<file path="src/rtl/sc_datapath_pkg.sv">
// Shared codes for the SC_STATEMACHINE datapath: ALU opcodes, bus mux selects,
// decoder and shift-register command encodings.
package sc_datapath_pkg;

    localparam int NUM_GEN = 4;

    typedef enum logic [3:0] {
        ALU_PASS = 4'b0000,
        ALU_OR   = 4'b0001,
        ALU_AND  = 4'b0010,
        ALU_NOT  = 4'b0011,
        ALU_XOR  = 4'b0100,
        ALU_ADD  = 4'b1000,
        ALU_SUB  = 4'b1001,
        ALU_INC  = 4'b1010,
        ALU_DEC  = 4'b1011
    } alu_op_t;

    localparam logic [2:0] SEL_GEN0 = 3'b000;
    localparam logic [2:0] SEL_GEN1 = 3'b001;
    localparam logic [2:0] SEL_GEN2 = 3'b010;
    localparam logic [2:0] SEL_GEN3 = 3'b011;
    localparam logic [2:0] SEL_FIX0 = 3'b100;
    localparam logic [2:0] SEL_FIX1 = 3'b101;

    localparam logic [2:0] DEC_NONE = 3'b111;

    localparam logic [1:0] SHIFT_LEFT  = 2'b01;
    localparam logic [1:0] SHIFT_RIGHT = 2'b10;

endpackage

</file>
<file path="src/rtl/sc_datapath_alu.sv">
// Combinational ALU: logic ops, pass-through and width+1 arithmetic with
// active-high carry/borrow, signed overflow, negative and zero status.
module sc_alu
    import sc_datapath_pkg::*;
#(
    parameter int DATAWIDTH_BUS           = 8,
    parameter int DATAWIDTH_ALU_SELECTION = 4
) (
    input  logic [DATAWIDTH_BUS-1:0]           i_a,
    input  logic [DATAWIDTH_BUS-1:0]           i_b,
    input  logic [DATAWIDTH_ALU_SELECTION-1:0] i_op,
    output logic [DATAWIDTH_BUS-1:0]           o_result,
    output logic                               o_carry,
    output logic                               o_overflow,
    output logic                               o_negative,
    output logic                               o_zero
);

    localparam int W = DATAWIDTH_BUS;

    logic [W:0]   w_ext;
    logic [W-1:0] w_result;
    logic         w_carry;
    logic         w_overflow;

    // The extra top bit of w_ext is the carry-out for add/inc and the borrow
    // for sub/dec; logic and pass opcodes leave carry and overflow cleared.
    always_comb begin
        w_ext      = '0;
        w_result   = i_a;
        w_carry    = 1'b0;
        w_overflow = 1'b0;
        case (i_op)
            ALU_PASS: w_result = i_a;
            ALU_OR:   w_result = i_a | i_b;
            ALU_AND:  w_result = i_a & i_b;
            ALU_NOT:  w_result = ~i_a;
            ALU_XOR:  w_result = i_a ^ i_b;
            ALU_ADD: begin
                w_ext      = {1'b0, i_a} + {1'b0, i_b};
                w_result   = w_ext[W-1:0];
                w_carry    = w_ext[W];
                w_overflow = (i_a[W-1] == i_b[W-1]) && (w_result[W-1] != i_a[W-1]);
            end
            ALU_SUB: begin
                w_ext      = {1'b0, i_a} - {1'b0, i_b};
                w_result   = w_ext[W-1:0];
                w_carry    = w_ext[W];
                w_overflow = (i_a[W-1] != i_b[W-1]) && (w_result[W-1] != i_a[W-1]);
            end
            ALU_INC: begin
                w_ext      = {1'b0, i_a} + (W+1)'(1);
                w_result   = w_ext[W-1:0];
                w_carry    = w_ext[W];
                w_overflow = ~i_a[W-1] & w_result[W-1];
            end
            ALU_DEC: begin
                w_ext      = {1'b0, i_a} - (W+1)'(1);
                w_result   = w_ext[W-1:0];
                w_carry    = w_ext[W];
                w_overflow = i_a[W-1] & ~w_result[W-1];
            end
            default: w_result = i_a;
        endcase
    end

    assign o_result   = w_result;
    assign o_carry    = w_carry;
    assign o_overflow = w_overflow;
    assign o_negative = w_result[W-1];
    assign o_zero     = (w_result == '0);

endmodule

</file>
<file path="src/rtl/sc_datapath.sv">
// Datapath beside SC_STATEMACHINE: GEN0-GEN3 register file, FIX constants,
// BUSA/BUSB muxes, ALU, shift register driving BUSC and active-low flags.
module sc_datapath
    import sc_datapath_pkg::*;
#(
    parameter int                 DATAWIDTH_BUS                  = 8,
    parameter int                 DATAWIDTH_DECODER_SELECTION    = 3,
    parameter int                 DATAWIDTH_MUX_SELECTION        = 3,
    parameter int                 DATAWIDTH_ALU_SELECTION        = 4,
    parameter int                 DATAWIDTH_REGSHIFTER_SELECTION = 2,
    parameter logic [DATAWIDTH_BUS-1:0] FIX0_VALUE               = 8'h01,
    parameter logic [DATAWIDTH_BUS-1:0] FIX1_VALUE               = 8'h01
) (
    input  logic                                      SC_STATEMACHINE_CLOCK_50,
    input  logic                                      SC_STATEMACHINE_RESET_InHigh,
    input  logic [DATAWIDTH_DECODER_SELECTION-1:0]    decoderclearselection_InBUS,
    input  logic [DATAWIDTH_DECODER_SELECTION-1:0]    decoderloadselection_InBUS,
    input  logic [DATAWIDTH_MUX_SELECTION-1:0]        muxselectionBUSA_InBUS,
    input  logic [DATAWIDTH_MUX_SELECTION-1:0]        muxselectionBUSB_InBUS,
    input  logic [DATAWIDTH_ALU_SELECTION-1:0]        aluselection_InBUS,
    input  logic                                      regSHIFTERclear_InLow,
    input  logic                                      regSHIFTERload_InLow,
    input  logic [DATAWIDTH_REGSHIFTER_SELECTION-1:0] regSHIFTERshiftselection_InLow,
    output logic                                      overflow_OutLow,
    output logic                                      carry_OutLow,
    output logic                                      negative_OutLow,
    output logic                                      zero_OutLow,
    output logic [DATAWIDTH_BUS-1:0]                  busc_Out,
    output logic [DATAWIDTH_BUS-1:0]                  gen3_Out
);

    localparam int W = DATAWIDTH_BUS;

    logic [W-1:0] r_gen [NUM_GEN];
    logic [W-1:0] r_shift;
    logic         r_overflowN;
    logic         r_carryN;
    logic         r_negativeN;
    logic         r_zeroN;

    logic [W-1:0] w_busA;
    logic [W-1:0] w_busB;
    logic [W-1:0] w_aluResult;
    logic         w_aluCarry;
    logic         w_aluOverflow;
    logic         w_aluNegative;
    logic         w_aluZero;

    // Unused select codes (110/111) park the bus at zero.
    function automatic logic [W-1:0] muxBus(
        input logic [DATAWIDTH_MUX_SELECTION-1:0] sel,
        input logic [W-1:0] g0,
        input logic [W-1:0] g1,
        input logic [W-1:0] g2,
        input logic [W-1:0] g3
    );
        logic [W-1:0] value;
        value = '0;
        case (sel)
            SEL_GEN0: value = g0;
            SEL_GEN1: value = g1;
            SEL_GEN2: value = g2;
            SEL_GEN3: value = g3;
            SEL_FIX0: value = FIX0_VALUE;
            SEL_FIX1: value = FIX1_VALUE;
            default:  value = '0;
        endcase
        return value;
    endfunction

    always_comb begin
        w_busA = muxBus(muxselectionBUSA_InBUS, r_gen[0], r_gen[1], r_gen[2], r_gen[3]);
        w_busB = muxBus(muxselectionBUSB_InBUS, r_gen[0], r_gen[1], r_gen[2], r_gen[3]);
    end

    sc_alu #(
        .DATAWIDTH_BUS           (DATAWIDTH_BUS),
        .DATAWIDTH_ALU_SELECTION (DATAWIDTH_ALU_SELECTION)
    ) u_alu (
        .i_a        (w_busA),
        .i_b        (w_busB),
        .i_op       (aluselection_InBUS),
        .o_result   (w_aluResult),
        .o_carry    (w_aluCarry),
        .o_overflow (w_aluOverflow),
        .o_negative (w_aluNegative),
        .o_zero     (w_aluZero)
    );

    // Register file writes from the pre-edge BUSC; a clear on the same
    // register as a load takes precedence.
    always_ff @(posedge SC_STATEMACHINE_CLOCK_50 or posedge SC_STATEMACHINE_RESET_InHigh) begin
        if (SC_STATEMACHINE_RESET_InHigh) begin
            for (int i = 0; i < NUM_GEN; i++) begin
                r_gen[i] <= '0;
            end
        end else begin
            for (int i = 0; i < NUM_GEN; i++) begin
                if (decoderclearselection_InBUS == DATAWIDTH_DECODER_SELECTION'(i)) begin
                    r_gen[i] <= '0;
                end else if (decoderloadselection_InBUS == DATAWIDTH_DECODER_SELECTION'(i)) begin
                    r_gen[i] <= r_shift;
                end
            end
        end
    end

    // Shift register and flags: clear beats load beats shift beats hold.
    // Flags follow only clear (inactive) and load (captured from the ALU).
    always_ff @(posedge SC_STATEMACHINE_CLOCK_50 or posedge SC_STATEMACHINE_RESET_InHigh) begin
        if (SC_STATEMACHINE_RESET_InHigh) begin
            r_shift     <= '0;
            r_overflowN <= 1'b1;
            r_carryN    <= 1'b1;
            r_negativeN <= 1'b1;
            r_zeroN     <= 1'b1;
        end else if (!regSHIFTERclear_InLow) begin
            r_shift     <= '0;
            r_overflowN <= 1'b1;
            r_carryN    <= 1'b1;
            r_negativeN <= 1'b1;
            r_zeroN     <= 1'b1;
        end else if (!regSHIFTERload_InLow) begin
            r_shift     <= w_aluResult;
            r_overflowN <= ~w_aluOverflow;
            r_carryN    <= ~w_aluCarry;
            r_negativeN <= ~w_aluNegative;
            r_zeroN     <= ~w_aluZero;
        end else begin
            case (regSHIFTERshiftselection_InLow)
                SHIFT_LEFT:  r_shift <= {r_shift[W-2:0], 1'b0};
                SHIFT_RIGHT: r_shift <= {1'b0, r_shift[W-1:1]};
                default:     r_shift <= r_shift;
            endcase
        end
    end

    assign busc_Out        = r_shift;
    assign gen3_Out        = r_gen[3];
    assign overflow_OutLow = r_overflowN;
    assign carry_OutLow    = r_carryN;
    assign negative_OutLow = r_negativeN;
    assign zero_OutLow     = r_zeroN;

endmodule

</file>
<file path="config.mk">
export PLATFORM = sky130hd
export DESIGN_NAME = sc_datapath
export DESIGN_NICKNAME = d
export VERILOG_FILES = /design/src/rtl/sc_datapath_pkg.sv /design/src/rtl/sc_datapath_alu.sv /design/src/rtl/sc_datapath.sv
export SDC_FILE = /design/constraint.sdc
export NUM_CORES = 1
export LEC_CHECK = 0
export CAP_MARGIN = 10
export CORE_MARGIN = 1.5
export CORE_UTILIZATION = 45
export CTS_CLUSTER_SIZE = 30
export DETAILED_ROUTE_END_ITERATION = 6
export PLACE_DENSITY = 0.73
export RECOVER_POWER = 50
export SLEW_MARGIN = 0
export SYNTH_ARGS = -nofsm -noshare
export SYNTH_HDL_FRONTEND = slang
export SYNTH_HIERARCHICAL = 1
export SYNTH_SLANG_ARGS = --single-unit
</file>
<file path="constraint.sdc">
create_clock -name SC_STATEMACHINE_CLOCK_50 -period 4.7 [get_ports SC_STATEMACHINE_CLOCK_50]
set_clock_uncertainty 0.05 [all_clocks]
set_input_delay 0.94 -clock SC_STATEMACHINE_CLOCK_50 [delete_from_list [all_inputs] [get_ports SC_STATEMACHINE_CLOCK_50]]
set_output_delay 0.94 -clock SC_STATEMACHINE_CLOCK_50 [all_outputs]
set_load 0.02 [all_outputs]
</file>
# Word-level counts from Yosys, hierarchy flattened
# Cells that the tools add are included.
[word_totals]
regBits = 44
inputBits = 22
output_inout_bits = 20
[op_classes]
addsub = 4
eq_ne = 32
mux = 24
bitwise_logic = 12
reduce_logical = 13
[ops]
columns = ["op", "n"]
rows = [
  ["two-way mux 8 bit", 10],
  ["case mux 8 bit (5 select lines)", 2],
  ["case mux 8 bit (8 select lines)", 1],
  ["== test 3 x 2 -> 1 bit, second input constant", 8],
  ["== test 4 bit, second input constant", 4],
  ["case mux 8 bit (2 select lines)", 1],
  ["== test 3 x 1 -> 1 bit, second input constant", 4],
  ["== test 3 bit, second input constant", 4],
  ["zero test 3 bit", 4],
  ["adder 8 x 1 -> 9 bit, second input constant", 1],
  ["adder 8 x 8 -> 9 bit", 1],
  ["subtractor 8 x 1 -> 9 bit, second input constant", 1],
  ["subtractor 8 x 8 -> 9 bit", 1],
  ["AND 8 bit", 1],
  ["== test 4 x 2 -> 1 bit, second input constant", 2],
  ["zero test 8 bit", 1],
  ["two-way mux 1 bit", 8],
  ["inverter 8 bit", 1],
  ["bitwise OR 8 bit", 1],
  ["case mux 1 bit (4 select lines)", 2],
  ["nonzero test 2 bit", 4],
  ["XOR 8 bit", 1],
  ["inverter 1 bit", 6],
  ["== test 4 x 1 -> 1 bit, second input constant", 1],
  ["other kinds (10)", 15],
]

# Logic depth before layout (Yosys ltp)
# Gate-level depths: netlist of run 1.
[logic_depth]
depth_word = 10
mapped_depth = 18
ltp_nobuf = 16

# Modules after synthesis
# The synthesis of run 1 kept the hierarchy.
[modules_own_cells]
columns = ["mod", "instances", "cells_each", "area_per_inst_um2"]
rows = [
  ["sc_datapath", 1, 200, 2399.8],
  ["sc_alu", 1, 306, 2182.1],
]

# Worst setup path before layout of run 1
# No wires, ideal clock.
[synth_path]
path_kind = "input -> register"
start = "input port muxselectionBUSA_InBUS[0]"
end = "register r_shift[7] (netlist: busc_Out[7])"
setup_time_ns = 0.138
arrival_ns = 4.221
required_time_ns = 4.512
setup_slack_ns = 0.291
path_stages = 15
n_path_buf = 2
path_cell_list = "buf_2 -> mux4_2 -> nor2b_1 -> inv_1 -> ha_1 -> nand3_1 -> a21boi_1 -> nor2_1 -> o41ai_1 -> o22a_2 -> a21oi_1 -> o21a_1 -> buf_4 -> o21ai_0 -> a21oi_1"
[synth_via]
elab_chain_cells = 7
[synth_lines]
columns = ["element", "line", "text"]
rows = [
  ["from (decl)", "sc_datapath.sv:18", "input logic [DATAWIDTH_MUX_SELECTION-1:0] muxselectionBUSA_InBUS,"],
  ["== test 3 bit", "sc_datapath.sv:59", "case (sel)"],
  ["OR reduction 2 bit (no line)", "--", ""],
  ["case mux 8 bit (5 select lines) (*)", "sc_datapath.sv:59", ""],
  ["named net w_busA[1]", "sc_datapath.sv:41", "logic [W-1:0] w_busA;"],
  ["subtractor 8 x 1 -> 9 bit (tied with other cells)", "sc_datapath_alu.sv:58", "w_ext = {1'b0, i_a} - (W+1)'(1);"],
  ["case mux 8 bit (8 select lines) (*)", "sc_datapath_alu.sv:33", "case (i_op)"],
  ["named net w_aluNegative", "sc_datapath.sv:46", "logic w_aluNegative;"],
  ["two-way mux 8 bit (*)", "sc_datapath.sv:123", "end else if (!regSHIFTERload_InLow) begin"],
  ["two-way mux 8 bit (*)", "sc_datapath.sv:117", "end else if (!regSHIFTERclear_InLow) begin"],
  ["to (signal assigned)", "sc_datapath.sv:124", "r_shift <= w_aluResult;"],
  ["to (signal assigned)", "sc_datapath.sv:131", "SHIFT_LEFT: r_shift <= {r_shift[W-2:0], 1'b0};"],
  ["to (signal assigned)", "sc_datapath.sv:132", "SHIFT_RIGHT: r_shift <= {1'b0, r_shift[W-1:1]};"],
  ["to (decl)", "sc_datapath.sv:35", "logic [W-1:0] r_shift;"],
]
# The timed path passes the listed nets; every way through them passes the cells marked *.
# A chain may end at the register's enable or synchronous reset.

# Worst setup path after layout of run 1
[layout_path]
start = "input port muxselectionBUSB_InBUS[1]"
end = "register r_zeroN (netlist: zero_OutLow)"
[layout_via]
elab_chain_cells = 9
[layout_lines]
columns = ["element", "line", "text"]
rows = [
  ["from (decl)", "sc_datapath.sv:19", "input logic [DATAWIDTH_MUX_SELECTION-1:0] muxselectionBUSB_InBUS,"],
  ["== test 3 bit", "sc_datapath.sv:59", ""],
  ["OR reduction 2 bit (no line)", "--", ""],
  ["case mux 8 bit (5 select lines) (*)", "sc_datapath.sv:59", ""],
  ["named net w_busB[2]", "sc_datapath.sv:42", "logic [W-1:0] w_busB;"],
  ["subtractor 8 x 8 -> 9 bit (tied with other cells)", "sc_datapath_alu.sv:46", "w_ext = {1'b0, i_a} - {1'b0, i_b};"],
  ["case mux 8 bit (8 select lines) (*)", "sc_datapath_alu.sv:33", ""],
  ["zero test 8 bit (*)", "sc_datapath_alu.sv:71", "assign o_zero = (w_result == '0);"],
  ["named net w_aluZero", "sc_datapath.sv:47", "logic w_aluZero;"],
  ["inverter 1 bit (*)", "sc_datapath.sv:128", "r_zeroN <= ~w_aluZero;"],
  ["two-way mux 1 bit (*)", "sc_datapath.sv:123", ""],
  ["two-way mux 1 bit (*)", "sc_datapath.sv:117", ""],
  ["to (signal assigned)", "sc_datapath.sv:128", ""],
  ["to (decl)", "sc_datapath.sv:39", "logic r_zeroN;"],
]
# The timed path passes the listed nets; every way through them passes the cells marked *. The select of a mux whose other input is x is not followed.

==> results of run 1 <==
[cells in the final DEF, fill, tap and decap left out, drive strengths merged, types with 5 or more instances in the layout]
master | netlist | final
mux4 | 14 | 14
a221oi | 6 | 6
o211ai | 5 | 5
nor2b | 28 | 28
clkdlybuf4s50 | 0 | 36
nand2 | 30 | 30
o21ai | 43 | 43
o22ai | 5 | 5
nand3 | 7 | 7
a31oi | 7 | 7
mux2i | 9 | 9
a211oi | 14 | 14
and3 | 5 | 5
a22o | 34 | 34
nor4 | 6 | 6
nand4 | 5 | 5
ha | 30 | 30
nor3 | 13 | 13
a21oi | 19 | 19
nor2 | 24 | 24
buf | 25 | 60
inv | 34 | 34
dfrtp | 40 | 40
clkbuf | 18 | 8
[stage by stage]
| stage | utilization | total power, mW | hold slack [ps] | cells | setup TNS, ps |
|---|---|---|---|---|---|
| 6_report | 0.552 | 1.21 | 468 | 706 | 0 |
| 3_3_place_gp | 0.540 | 0.892 | 447 | 698 | -227 |
| 4_1_cts | 0.553 | 1.22 | 469 | 706 | 0 |
| 3_5_place_dp | 0.540 | 0.900 | 455 | 698 | -307 |
| 2_1_floorplan | - | 0.732 | 435 | 506 | 0 |
| 5_1_grt | 0.552 | 1.28 | 495 | 706 | 0 |
[layout make-up]
| type | instances | area [µm²] |
|---|---|---|
| tap | 133 | 166 |
| timing repair buffer | 102 | 867 |
| fill | 956 | 4400 |
| inverter | 35 | 150 |
| multi-input combinational | 384 | 3000 |
| sequential | 44 | 1110 |
| clock buffer | 7 | 96.3 |
| clock inverter | 1 | 30.0 |
[flip-flops by register name (all words and copies together) (netlist names)]
signal	count
overflow_OutLow	1
carry_OutLow	1
negative_OutLow	1
r_gen	24
zero_OutLow	1
gen3_Out	8
busc_Out	8
[routing by layer]
layer  track usage  routed length (µm)
met4         0.118                 481
met1         0.339                5740
met2         0.403                6110
met3        0.0332                 949
met5             0                   0
[worst min-delay path by stage]
| stage | start | end | slack, ps | depth (start not counted) |
|---|---|---|---|---|
| CTS | overflow_OutLow | overflow_OutLow | 470 | 2 |
| global route | negative_OutLow | negative_OutLow | 500 | 2 |
| finish | overflow_OutLow | overflow_OutLow | 470 | 2 |
| global placement | overflow_OutLow | overflow_OutLow | 450 | 2 |
| floorplan | r_gen[16] | r_gen[16] | 430 | 1 |
| detailed placement | overflow_OutLow | overflow_OutLow | 450 | 2 |
[where the power goes]
group          internal, mW  total [mW]  leakage (nW)  switching [mW]
Sequential            0.408       0.445         0.587          0.0370
Combinational         0.218       0.452          1.60           0.234
Clock                 0.188       0.318        0.0645           0.130
[worst min-delay path: stages, from the launching register on]
cell	delay, ps
dfstp_2	370
nand2_1	50
o211ai_1	80
[kinds of logic after synthesis]
logic type                 synth area share
AOI/OAI and AO/OA                     0.267
xor gates and xnor gates             0.0115
adders and majority gates            0.0907
buffers and inverters                 0.100
DFF                                   0.241
muxes                                0.0958
and+or+nand+nor                       0.193
[what timing repair did]
action / 4_1_cts / 5_1_grt
hold endpoints to repair: 0 / 0
setup endpoints to repair: 0 / 2
hold buffers: 0 / 0
gates resized for setup: 0 / 1
setup buffers: 0 / 0
==> results_dict.tcl, run 1 <==
set metrics [dict create \
    run_status "finished with violations" \
    violations "max-capacitance violations, max-slew violations" \
    nets 626 \
    period_minus_slack_ps 4410 \
    yosysTopAreaCell "dfrtp_1" \
    pwr_density_cell_nw_per_um2 224 \
    diodes 0 \
    drc 0 \
    timing.final.setup_violations 0 \
    reg2reg_to "zero_OutLow" \
    wl_per_cell_um 18.8 \
    grt_pass1_wl_um 22100 \
    vias 4357 \
    clkLatencyLatePin_ps 300 \
    htreeDepth 2 \
    synth_cell_types 82 \
    tightestPinTransition_ps 2290 \
    tritoncts "done" \
    synth_edf_count 0 \
    drive_gt1_frac 0.183 \
    clock.fmax_ghz 0.227 \
    r2r_cells 15 \
    synth_top_cells_by_area "dfrtp_1 22%, ha_1 8.2%, mux4_2 6.9%" \
    path_cells "clkdlybuf4s50_1 > mux4_2 > nor2b_1 > inv_1 > ha_1 > nand3_1 > a21boi_1 > nor2_1 > o41ai_1 > buf_4 > o22a_2 > a21oi_1 > nor4b_4 > inv_1 > mux2i_1 > nand2_1" \
    netlist_top_cells_count "40 x dfrtp_1, 37 x o21ai_0, 34 x a22o_1" \
    critPathMaxFanout 9 \
    core-area_um2 9820 \
    place_worst_setup_slack_ps -252 \
    synth_area_um2 4580 \
    root_buffer "clkbuf_8" \
    clkSlewWorstSetupHoldPaths_ps 80 \
    crit_type "input port to register" \
    ff2ff_setup_slack_ps 1010 \
    grt_max_degree 45 \
    first_pass_iters 4 \
    vias_per_cell 6.17 \
    grt_pass1_vias 4256 \
    rr_startpoint "gen3_Out[1]" \
    rows 36 \
    drtAntennaViolNets 0 \
    cp_num_cells 16 \
    hp-class "register to register" \
    netlist_instances 506 \
    endpoint "zero_OutLow" \
    leakagePower_nw 2.25 \
    seq_area_frac_synth 0.241 \
    worstPathArrival_ps 4580 \
    antenna_found_initial 0 \
    design_area_um2 5420 \
    dominantRegCellSynth "dfrtp_1" \
    synth_nets 560 \
    cts-buffers-inserted 5 \
    final-hold-violation-count 0 \
    rsz0062_at_grt "false" \
    cap_violations 1 \
    initial_core_util 0.467 \
    die_width_um 104 \
    slowest_stage "clkdlybuf4s50_1" \
    synth_async_sr_flop_share 1.00 \
    hpwl_um 10300 \
    cts.path.max_buffers 2 \
    synth-seq-cells 44 \
    ir_drop_mv 0.252 \
    area_delta_synth_final_pct 18.2 \
    slew_violations 45 \
    track_usage 0.252 \
    synth_most_common_cell "dfrtp_1" \
    worst_setup_path_start_kind "input port" \
    num_io_pins 42 \
    worst_path_dominant_cell_family "buffers and inverters" \
    critPathMaxStageDelay_ps 730 \
    crit_top_cell "inv_1" \
    startpoint "muxselectionBUSB_InBUS[1]" \
    overflow 0 \
    dieHeight_um 104 \
    worst_slack_ps 294 \
    finalCritPeriodShare 0.938 \
    drt_wl_total_um 13300 \
    die_area_um2 10800 \
    synth.top_cell.area_share 0.218 \
    place_area_um2 5310 \
    endpoint_kind "register" \
    cts.sinks 44 \
    critical_path_required_ps 4870 \
    slew_headroom -0.525 \
    drt-initial-drc-count 303 \
    yosys_warnings 6 \
    place_congestion 0.942 \
    io_buffers 41 \
    syn_avg_cell_area_um2 9.06 \
    path_buf_inv 4 \
]
Power figures use the tool's default switching activity.
==> inputs of run 2 (changes only) <==
==> constraint.sdc (replaced) <==
create_clock -name SC_STATEMACHINE_CLOCK_50 -period 4.45 [get_ports SC_STATEMACHINE_CLOCK_50]
set_clock_uncertainty 0.05 [all_clocks]
set_input_delay 0.89 -clock SC_STATEMACHINE_CLOCK_50 [delete_from_list [all_inputs] [get_ports SC_STATEMACHINE_CLOCK_50]]
set_output_delay 0.89 -clock SC_STATEMACHINE_CLOCK_50 [all_outputs]
set_load 0.02 [all_outputs]
==> run 2 against run 1 <==
Compared with the run above: the flow now finishes without violations; wire length grew 4.6%; critical path type unchanged; largest cell class unchanged; core utilization grew 1.7 points; cell area rose by 3.0%.
==> results_dict.tcl, run 2 (synthesized netlist as in run 1, its figures left out) <==
set metrics [dict create \
    run_status "finished clean" \
    die_width_um 104 \
    io_buffers 41 \
    final-hold-violation-count 0 \
    vias_per_cell 6.09 \
    drt_wl_total_um 13900 \
    place_area_um2 5480 \
    hold_path_end "negative_OutLow" \
    ir_drop_mv 0.229 \
    initial_core_util 0.467 \
    reg2reg_to "zero_OutLow" \
    largest_register_ffs 24 \
    tightestPinTransition_ps 1420 \
    drc 0 \
    timing.final.setup_violations 0 \
    path_cells "clkdlybuf4s50_1 > mux4_2 > nor2b_1 > or4_4 > nor4_1 > ha_1 > nand2_1 > o21ai_0 > a211oi_1 > o21ai_0 > a2111o_1 > nor4b_4 > inv_1 > mux2i_1 > nand2_1" \
    worst_setup_path_start_kind "input port" \
    htreeDepth 2 \
    design_area_um2 5580 \
    rr_startpoint "gen3_Out[2]" \
    regMostFlops "r_gen" \
    die_area_um2 10800 \
    place_congestion 0.943 \
    pwr_density_cell_nw_per_um2 223 \
    worstHoldPathCells 2 \
    hp-start "negative_OutLow" \
    slew_violations 0 \
    overflow 0 \
    dieHeight_um 104 \
    cts-buffers-inserted 5 \
    nets 648 \
    cts.path.max_buffers 2 \
    num_io_pins 42 \
    critPathMaxStageDelay_ps 560 \
    grt_pass1_wl_um 22600 \
    ff2ff_setup_slack_ps 750 \
    cts.sinks 44 \
    clkLatencyLatePin_ps 300 \
    endpoint_kind "register" \
    hp-class "register to register" \
    finalCritPeriodShare 0.960 \
    crit_type "input port to register" \
    place_worst_setup_slack_ps -423 \
    period_minus_slack_ps 4270 \
    first_pass_iters 4 \
    leakagePower_nw 2.33 \
    fin_total_pwr_mw 1.25 \
    worst_slack_ps 179 \
    ctsHoldBuffers 0 \
    tritoncts "done" \
    area_delta_synth_final_pct 21.8 \
    n_fill_cell 922 \
    cap_violations 0 \
    drt-initial-drc-count 278 \
    slew_headroom 0.0422 \
    diodes 0 \
    clkSlewWorstSetupHoldPaths_ps 80 \
    rsz0062_at_grt "false" \
    slowest_stage "clkdlybuf4s50_1" \
    wl_per_cell_um 19.1 \
    track_usage 0.258 \
    worstPathArrival_ps 4450 \
    drive_gt1_frac 0.218 \
    grt_max_degree 32 \
    drtAntennaViolNets 0 \
    critPathMaxFanout 4 \
    grt_pass1_vias 4364 \
    clock.fmax_ghz 0.234 \
    final_common_cell "buf_4" \
    vias 4430 \
    critical_path_required_ps 4630 \
    layout_common_cells "80 x buf_4, 40 x dfrtp_1, 37 x o21ai_0, 37 x clkdlybuf4s50_1, 34 x a22o_1" \
    r2r_cells 14 \
    core-area_um2 9820 \
    hpwl_um 10700 \
    antenna_found_initial 0 \
    root_buffer "clkbuf_8" \
    rows 36 \
]
## run 2: final cells by class
class	instances	area [µm²]	area share
clock buffer	8	100	0.0179
inverter	35	150	0.0269
multi-input combinational	384	3020	0.541
sequential	44	1110	0.198
tap	133	166	0.0298
timing repair buffer	124	1040	0.186
## run 2: report_power, final
group / total, mW / internal [mW] / switching [mW]
registers: 0.471 / 0.431 / 0.0397
clock network: 0.275 / 0.142 / 0.133
logic: 0.501 / 0.243 / 0.257
total: 1.25 / 0.816 / 0.430
## run 2: layer usage
metal / vias up / GRT usage / routed length (µm)
li1: 2072 / - / -
met1: 2136 / 0.339 / 5870
met2: 196 / 0.437 / 6710
met3: 26 / 0.0251 / 971
met4: 0 / 0.101 / 331
met5: - / 0 / 0
## run 2: stage by stage
step | setup TNS (ps) | hold slack (ps) | utilization | cells
after floorplan | 0 | 435 | - | 506
after global placement | -947 | 449 | 0.558 | 719
after detailed placement | -985 | 452 | 0.558 | 719
after CTS | 0 | 466 | 0.568 | 727
after global routing | 0 | 488 | 0.568 | 728
final | 0 | 466 | 0.568 | 728
## run 2: worst max path at each step
stage	from	end	slack, ps	cells past startpoint
6_report	muxselectionBUSA_InBUS[1]	zero_OutLow	180	15
5_1_grt	muxselectionBUSA_InBUS[0]	zero_OutLow	0.8	16
4_1_cts	muxselectionBUSB_InBUS[0]	zero_OutLow	130	19
3_5_place_dp	muxselectionBUSA_InBUS[0]	zero_OutLow	-420	16
3_3_place_gp	muxselectionBUSA_InBUS[0]	zero_OutLow	-380	16
2_1_floorplan	muxselectionBUSA_InBUS[0]	busc_Out[7]	90	15
## run 2: timing repair
| action | 4_1_cts | 5_1_grt |
|---|---|---|
| buffers inserted | 0 | 0 |
| pin swaps | 0 | 1 |
| hold endpoints to repair | 0 | 0 |
| gates resized for setup | 1 | 6 |
| endpoints found under the setup margin | 1 | 2 |
## run 2: critical path, delay by kind of cell
family	cells	cell delay (ps)
AOI/OAI and AO/OA	4	950
adders and majority gates	1	270
buffers and inverters	2	630
muxes	2	430
and+or+nand+nor	6	1290
==> inputs of run 3 (changes only) <==
--- a/config.mk
+++ b/config.mk
@@ -6,7 +6,7 @@
 export NUM_CORES = 1
 export LEC_CHECK = 0
 export CAP_MARGIN = 10
-export CORE_MARGIN = 1.5
+export CORE_MARGIN = 2
 export CORE_UTILIZATION = 45
 export CTS_CLUSTER_SIZE = 30
 export DETAILED_ROUTE_END_ITERATION = 6
==> run 3 against run 2 <==
Compared with the run above: the run now ends with max-capacitance violations, max-slew violations left; maximum frequency is 0.65% higher; cell count rose by 0.41%; flip-flop and latch count is the same; worst setup slack improved by 28 ps; first-iteration DRC count shrank 24%; global-route usage rose by 0.12 points; wire length rose by 0.22%; register-to-register slack better by 30 ps; total power up 1.6%; core utilization is 0.29 points higher; clock power increased by 8.0%; non-clock buffer count grew 3; largest cell class unchanged; highest routed layer unchanged.
==> results_dict.tcl, run 3 (synthesized netlist as in run 1, its figures left out) <==
set metrics [dict create \
    run_status "finished with violations" \
    violations "max-capacitance violations, max-slew violations" \
    p_seq_frac 0.373 \
    rr_startpoint "gen3_Out[3]" \
    p_sw_frac 0.335 \
    p_switching_mw 0.425 \
    n_fill_cell 914 \
    critPathMaxFanout 9 \
    worstHoldPathCells 2 \
    drive_gt1_frac 0.224 \
    hp-class "register to register" \
    largest_register_ffs 24 \
    grt_pass1_vias 4488 \
    initial_core_util 0.467 \
    grt_max_degree 45 \
    pwr_density_cell_nw_per_um2 226 \
    num_io_pins 42 \
    hold_ws_ps 464 \
    period_minus_slack_ps 4240 \
    r2r_cells 14 \
    die_width_um 105 \
    antenna_found_initial 0 \
    cts.sinks 44 \
    cts_setup_buffers 0 \
    place_congestion 1.01 \
    worst_setup_path_start_kind "input port" \
    clock.fmax_ghz 0.236 \
    vias_per_cell 6.13 \
    intPower_mw 0.841 \
    die_area_um2 11000 \
    startpoint "muxselectionBUSB_InBUS[0]" \
    final_common_cell "buf_4" \
    hpwl_um 11000 \
    overflow 0 \
    diodes 0 \
    drtAntennaViolNets 0 \
    nets 651 \
    core-area_um2 9820 \
    wl_per_cell_um 19.0 \
    tightestPinTransition_ps 2300 \
    io_buffers 41 \
    worstPathArrival_ps 4410 \
    tritoncts "done" \
    endpoint_kind "register" \
    first_pass_iters 4 \
    cts-buffers-inserted 5 \
    grt_pass1_wl_um 23000 \
    cts.path.max_buffers 2 \
    finalCritPeriodShare 0.954 \
    root_buffer "clkbuf_8" \
    drt-initial-drc-count 212 \
    ir_drop_mv 0.292 \
    clkLatencyLatePin_ps 300 \
    slew_violations 45 \
    power.clock.fraction 0.235 \
    clkSlewWorstSetupHoldPaths_ps 80 \
    area_delta_synth_final_pct 22.4 \
    cap_violations 1 \
    leakagePower_nw 2.37 \
    rsz0062_at_grt "false" \
    dieHeight_um 105 \
    drt_wl_total_um 13900 \
    vias 4484 \
    regMostFlops "r_gen" \
    fin_total_pwr_mw 1.27 \
    crit_type "input port to register" \
    rows 36 \
    final-hold-violation-count 0 \
    ctsHoldBuffers 0 \
    slew_headroom -0.536 \
    critical_path_required_ps 4620 \
    hp-start "negative_OutLow" \
    combPwrFrac 0.392 \
    timing.final.setup_violations 0 \
    drc 0 \
    layout_common_cells "84 x buf_4, 40 x dfrtp_1, 37 x o21ai_0" \
    htreeDepth 2 \
    track_usage 0.259 \
]
-- run 3: metal layers --
| metal | GRT usage | routed length (µm) | vias to the layer above |
|---|---|---|---|
| met3 | 0.0331 | 1050 | 33 |
| li1 | - | - | 2085 |
| met2 | 0.425 | 6690 | 208 |
| met5 | 0 | 0 | - |
| met1 | 0.336 | 5710 | 2158 |
| met4 | 0.128 | 468 | 0 |
-- run 3: layout make-up --
| class | count | area [µm²] | area share |
|---|---|---|---|
| clock buffer | 6 | 72.6 | 0.0129 |
| clock inverter | 2 | 35.0 | 0.00625 |
| inverter | 35 | 150 | 0.0268 |
| multi-input combinational | 384 | 3020 | 0.538 |
| sequential | 44 | 1110 | 0.197 |
| tap | 133 | 166 | 0.0297 |
| timing repair buffer | 127 | 1060 | 0.189 |
-- run 3: per-stage QoR --
| stage | std cells | util | cell area [µm²] | worst slack [ps] | setup TNS [ps] |
|---|---|---|---|---|---|
| after floorplan | 506 | - | 4580 | 90.7 | 0 |
| after global placement | 723 | 0.561 | 5510 | -399 | -1280 |
| after detailed placement | 723 | 0.561 | 5510 | -428 | -1550 |
| after CTS | 731 | 0.572 | 5620 | 153 | 0 |
| after global routing | 731 | 0.571 | 5610 | 17.9 | 0 |
| final | 731 | 0.571 | 5610 | 207 | 0 |
-- run 3: power by group through the flow --
stage          Combinational (mW)  Sequential [mW]  Clock, mW
3_5_place_dp                0.492            0.479          0
3_3_place_gp                0.484            0.475          0
5_1_grt                     0.538            0.476      0.317
2_1_floorplan               0.301            0.472          0
4_1_cts                     0.496            0.471      0.302
6_report                    0.496            0.472      0.297
-- run 3: final timing paths --
path,slack (ps),endpoint
worst max-delay path,210,zero_OutLow
worst min-delay path,460,negative_OutLow
worst max register to register,780,zero_OutLow
worst min register to register,460,negative_OutLow
max in group asynchronous,1210,r_gen[25]
min in group asynchronous,1820,busc_Out[6]
-- run 3: worst max-delay path, stage by stage --
cell	delay, ps
clkdlybuf4s50_1	500
buf_12	150
mux4_2	480
nor2b_1	160
inv_1	170
ha_1	290
o21bai_1	160
a21oi_1	120
nor2_1	220
a21boi_0	140
buf_4	160
a221oi_1	330
a21oi_2	110
nor4b_4	280
inv_1	60
mux2i_1	120
nand2_1	70
-- run 3: timing repair --
action	CTS	global route
gates resized for setup	2	7
endpoints found under the setup margin	3	3
endpoints found under the hold margin	0	0
gates cloned	0	0
